File: config.mk
export PLATFORM = sky130hd
export DESIGN_NAME = truth_sweep
export DESIGN_NICKNAME = d
export VERILOG_FILES = /design/src/rtl/truth_sweep.sv
export SDC_FILE = /design/constraint.sdc
export NUM_CORES = 1
export LEC_CHECK = 0
export BUFFER_PORTS_ARGS = -buffer_cell sky130_fd_sc_hd__buf_2
export CAP_MARGIN = 25
export CORE_MARGIN = 10
export CORE_UTILIZATION = 55
export DETAILED_ROUTE_END_ITERATION = 7
export PLACE_DENSITY = 0.77
export SYNTH_ARGS = -nofsm -noshare
export SYNTH_HDL_FRONTEND = slang
export SYNTH_SLANG_ARGS = --single-unit
File: constraint.sdc
create_clock -name clk -period 5.5 [get_ports clk]
set_clock_uncertainty 0.05 [all_clocks]
set_input_delay 0.55 -clock clk [delete_from_list [all_inputs] [get_ports clk]]
set_output_delay 0.55 -clock clk [all_outputs]
set_load 0.02 [all_outputs]
File: src/rtl/truth_sweep.sv
// Exhaustive truth-table sweeper: drives every input vector to a combinational block under test,
// samples its response once per vector and scores it against an expected table.
module truth_sweep #(
    parameter int N_IN = 4,
    parameter int HOLD = 5
) (
    input  logic                 clk,
    input  logic                 rst_n,
    input  logic                 start,
    input  logic                 abort,
    input  logic                 gray,
    input  logic [2**N_IN-1:0]   expected,
    input  logic                 resp,
    output logic [N_IN-1:0]      stim,
    output logic                 busy,
    output logic                 done,
    output logic                 pass,
    output logic [2**N_IN-1:0]   captured,
    output logic [N_IN:0]        err_count,
    output logic                 first_err_valid,
    output logic [N_IN-1:0]      first_err_idx
);

    localparam int DEPTH = 2**N_IN;
    localparam int CW    = (HOLD > 1) ? $clog2(HOLD) : 1;
    localparam logic [CW-1:0]   LAST_CNT = CW'(HOLD - 1);
    localparam logic [N_IN-1:0] LAST_IDX = '1;

    typedef enum logic [1:0] {IDLE, RUN, DONE} state_t;

    state_t            state;
    logic [N_IN-1:0]   idx;
    logic [N_IN-1:0]   idx_next;
    logic [CW-1:0]     cnt;
    logic              gray_q;
    logic [DEPTH-1:0]  exp_q;
    logic              mismatch;
    logic [N_IN:0]     err_next;

    function automatic logic [N_IN-1:0] order(input logic [N_IN-1:0] i, input logic g);
        return g ? (i ^ (i >> 1)) : i;
    endfunction

    // err_next feeds both the counter and the final pass verdict so they always agree.
    always_comb begin
        idx_next = idx + 1'b1;
        mismatch = (resp != exp_q[stim]);
        err_next = err_count + {{N_IN{1'b0}}, mismatch};
    end

    always_ff @(posedge clk or negedge rst_n) begin
        if (!rst_n) begin
            state           <= IDLE;
            idx             <= '0;
            cnt             <= '0;
            gray_q          <= 1'b0;
            exp_q           <= '0;
            stim            <= '0;
            busy            <= 1'b0;
            done            <= 1'b0;
            pass            <= 1'b0;
            captured        <= '0;
            err_count       <= '0;
            first_err_valid <= 1'b0;
            first_err_idx   <= '0;
        end else begin
            case (state)
                IDLE: begin
                    if (abort) begin
                        pass <= 1'b0;
                    end else if (start) begin
                        exp_q           <= expected;
                        gray_q          <= gray;
                        captured        <= '0;
                        err_count       <= '0;
                        first_err_valid <= 1'b0;
                        first_err_idx   <= '0;
                        pass            <= 1'b0;
                        idx             <= '0;
                        cnt             <= '0;
                        stim            <= order('0, gray);
                        busy            <= 1'b1;
                        state           <= RUN;
                    end
                end
                RUN: begin
                    // An abort wins over the sample due on the same edge.
                    if (abort) begin
                        state <= IDLE;
                        busy  <= 1'b0;
                        pass  <= 1'b0;
                        stim  <= '0;
                        idx   <= '0;
                        cnt   <= '0;
                    end else if (cnt == LAST_CNT) begin
                        captured[stim] <= resp;
                        err_count      <= err_next;
                        if (mismatch && !first_err_valid) begin
                            first_err_valid <= 1'b1;
                            first_err_idx   <= stim;
                        end
                        if (idx == LAST_IDX) begin
                            state <= DONE;
                            busy  <= 1'b0;
                            done  <= 1'b1;
                            pass  <= (err_next == '0);
                        end else begin
                            idx  <= idx_next;
                            cnt  <= '0;
                            stim <= order(idx_next, gray_q);
                        end
                    end else begin
                        cnt <= cnt + 1'b1;
                    end
                end
                DONE: begin
                    done  <= 1'b0;
                    state <= IDLE;
                    stim  <= '0;
                    idx   <= '0;
                    cnt   <= '0;
                    if (abort) begin
                        pass <= 1'b0;
                    end
                end
                default: begin
                    state <= IDLE;
                end
            endcase
        end
    end

endmodule

==> results by group <==
Clock network
  • Clock tree from TritonCTS: yes
  • Clk Latency, worst-skew pair: 0.35 ns
  • Count of clock tree sinks: 58
  • H-tree levels: 3
  • Clock Pin Slew Worst Setup and Hold Paths: 0.06 ns
  • Buffer levels on the longest clock path: 2
  • Number of buffers created by CTS: 9
  • Number of buffers added for setup after CTS: 0
  • CTS resizes: 0
  • Clk root buf: sky130_fd_sc_hd__clkbuf_8
  • Hold-fix buffers, CTS: 0

Place
  • Port bufs: 54
  • DPL Wire Length: around 4700 µm
  • Final RePlAce weighted congestion: 0.8188

Synthesis
  • Post-synthesis sequential element count: between 50 and 60
  • Xor and xnor fraction of the mapped netlist area: 2.363%
  • Share of the yosys chip area belonging to registers: approximately half
  • Share of flip-flops with an asynchronous set or reset after synthesis: 100.0%
  • Count of different cell masters after synthesis: 45
  • Library cell with the largest summed area after synthesis: sky130_fd_sc_hd__dfrtp_1
  • Multiplexer share of the synthesized area: 11.35%
  • Dominant combinational cell family by area after synthesis: compound AO/OA/AOI/OAI gates
  • Fraction of post-synthesis cell area in the top cell type by area: approximately half
  • Largest cells by area after synthesis: sky130_fd_sc_hd__dfrtp_1, sky130_fd_sc_hd__o21ai_0, sky130_fd_sc_hd__mux2_2
  • Top FF cell, synth: sky130_fd_sc_hd__dfrtp_1
  • Number of instances in the synthesized netlist: 295
  • Top cells by instance count after synthesis: sky130_fd_sc_hd__dfrtp_1, sky130_fd_sc_hd__o21ai_0, sky130_fd_sc_hd__nand2_1
  • Number of synthesized flops with an enable pin: 0
  • Synthesized netlist net count: 322
  • Post-synthesis compound-gate area fraction: 18.23%
  • Synthesis Warnings: 0
  • Mapped cell area: 2965 µm²
  • Adder and majority gate portion of the synthesized area: 2.110%
  • Syn Area/Cell: 10.05 µm²
  • Post-Synth Simple-Gate Area: 13.38%
  • Most common cell in the netlist: sky130_fd_sc_hd__dfrtp_1

Timing
  • Fmax: 305.2 MHz
  • Final setup violation count: 0
  • Final Hold Violating Endpoints: 0
  • Slew of the pin with the lowest slew margin: 0.8284 ns
  • Max Slew Vio Count: 0
  • Time the worst path needs with I/O delays and setup: 3.277 ns
  • Period utilisation layout: about three fifths
  • Worst slew slack as a fraction of its limit: 44.77%
  • Total negative slack: 0 ns
  • Worst hold slack: 0.2862 ns
  • RSZ-0062 raised after global routing: false

Pwr
  • Static Leak: 1.634 nW
  • Pwr per Cell Area: between 200 and 300 nW/µm²
  • Final Total Pwr: 0.0009656 W
  • Worst voltage drop across the vdd grid: between 0.00015 and 0.0002 V

Critical path
  • Type of element launching the critical path: flip-flop
  • Critical Path Sink Type: flip-flop
  • CP arrival: 3.49 ns
  • Kind of critical path: reg -> reg
  • Required @ worst endpoint: 5.72 ns
  • Maximum fanout along the worst path: 19

Floorplan
  • Die area: 8728 µm²
  • Placeable Area: 5172 µm²
  • Site Rows: 26
  • Die span in y: 93.43 µm
  • Starting utilization of the core area: 57.33%
  • Chip Width: 93.43 µm
  • Top Ports: 55

Global route
  • Wire length of the first global-routing pass: 11590 µm
  • Pin count of the biggest net entering global routing: 59
  • Aggregate global-route resource usage: 16.38%
  • Vias in the first global route: 2524
  • Grt total ovfl: 0
  • Number of antenna violations at the first check in global routing: 0

Route
  • Drt drc: 0
  • Number of nets with antenna violations after detailed routing: 0
  • Routed via count divided by cell count: 5.773
  • Vias post-DR: 2419
  • Post-Route WL: about 6700 µm
  • Number of DRC violations after detailed-routing iteration 0: 158
  • Length of the first detailed-routing pass in iterations: 4
  • Routed wire length per instance: 15.91 µm

Cells and area
  • Fraction of layout instances using a drive strength above 1: 27.22%
  • NumNets Final: 372
  • Post-route core utilization: 66.40%
  • Area delta synth->final: 15.82%
  • N_diodes: 0

Run
  • Maxcap violations: 0

Outcome
  • Outcome: complete, no violations

Worst hold path
  • Class of the worst hold path: in -> async
==> critical path: stages (launching register included) <==
cell and delay, ns:
sky130_fd_sc_hd__dfrtp_1 0.79, sky130_fd_sc_hd__mux2_1 0.38, sky130_fd_sc_hd__mux4_2 0.52, sky130_fd_sc_hd__a21oi_1 0.25
sky130_fd_sc_hd__xnor2_1 0.15, sky130_fd_sc_hd__ha_1 0.18, sky130_fd_sc_hd__ha_1 0.26, sky130_fd_sc_hd__xnor2_1 0.15
sky130_fd_sc_hd__nand3_1 0.09, sky130_fd_sc_hd__o31ai_1 0.07, sky130_fd_sc_hd__nand3_1 0.10, sky130_fd_sc_hd__o21ai_0 0.20
==> worst paths after layout <==
kind,startpoint,endpoint,slack (ns),cells past startpoint
worst max-delay path,stim[1],pass,2.22,11
worst min-delay path,rst_n,done,0.29,2
worst max register to register,stim[1],pass,2.22,11
worst min register to register,pass,pass,0.44,2
max in group asynchronous,rst_n,captured[1],4.62,2
min in group clk,expected[7],exp_q[7],0.39,2
==> report_power, final <==
part | switching, W | internal (W) | leakage [nW]
Clock | 0.000160 | 0.000183 | 0.0920
Combinational | 0.0000717 | 0.0000649 | 0.775
Sequential | 0.0000229 | 0.000463 | 0.767
Total | 0.000255 | 0.000711 | 1.63
==> cell type report <==
class	count	area, µm²
clock buffers	12	155.1
clock inverters	3	15.01
fillers	411	1738
inverters	7	26.28
multi-input cells	212	1406
flip-flops and latches	58	1451
well taps	70	87.58
repair buffers	57	292.8
==> stage by stage <==
stage	worst slack, ns	area (µm²)	instances
2_1_floorplan	2.666	2965	295
3_5_place_dp	2.211	3264	404
6_report	2.223	3435	419
5_1_grt	1.979	3435	419
3_3_place_gp	2.356	3264	404
4_1_cts	2.191	3435	419
==> sequential cells by signal (all words and copies together), names as in the netlist <==
name	flops
captured	16
exp_q	16
first_err_valid	1
gray_q	1
stim	4
state	2
cnt	3
err_count	5
first_err_idx	4
done	1
pass	1
idx	3
busy	1
==> routing by layer <==
metal	share of wire (%)	GRT usage [%]	vias up
met2	48	27.09	62
met5	0	0	-
met4	2.1	8.483	0
met1	44	19.04	1168
li1	-	-	1177
met3	5.8	4.396	12
==> cells by family after synthesis <==
kind of cell,count (synthesis)
mux,28
buf+inv,25
xor+xnor,8
simple gates,79
flops,58
compound gates,92
fa+ha+maj,5
==> cells in the final DEF, fill, tap and decap left out, types with 4 or more instances in the layout <==
cell and n:
sky130_fd_sc_hd__ha_1 5, sky130_fd_sc_hd__nand2_1 22, sky130_fd_sc_hd__clkbuf_8 11, sky130_fd_sc_hd__mux2_2 18
sky130_fd_sc_hd__nand4_1 4, sky130_fd_sc_hd__and2_1 7, sky130_fd_sc_hd__xor2_1 5, sky130_fd_sc_hd__mux2i_1 4
sky130_fd_sc_hd__nor3_1 5, sky130_fd_sc_hd__buf_2 54, sky130_fd_sc_hd__nand3_1 13, sky130_fd_sc_hd__nor2_1 11
sky130_fd_sc_hd__nor2b_1 5, sky130_fd_sc_hd__inv_1 7, sky130_fd_sc_hd__dfrtp_1 58, sky130_fd_sc_hd__a31oi_1 12
sky130_fd_sc_hd__o21ai_0 48, sky130_fd_sc_hd__a21oi_1 12, sky130_fd_sc_hd__nand2b_1 4, sky130_fd_sc_hd__a211o_1 4
Power figures use the tool's default switching activity.
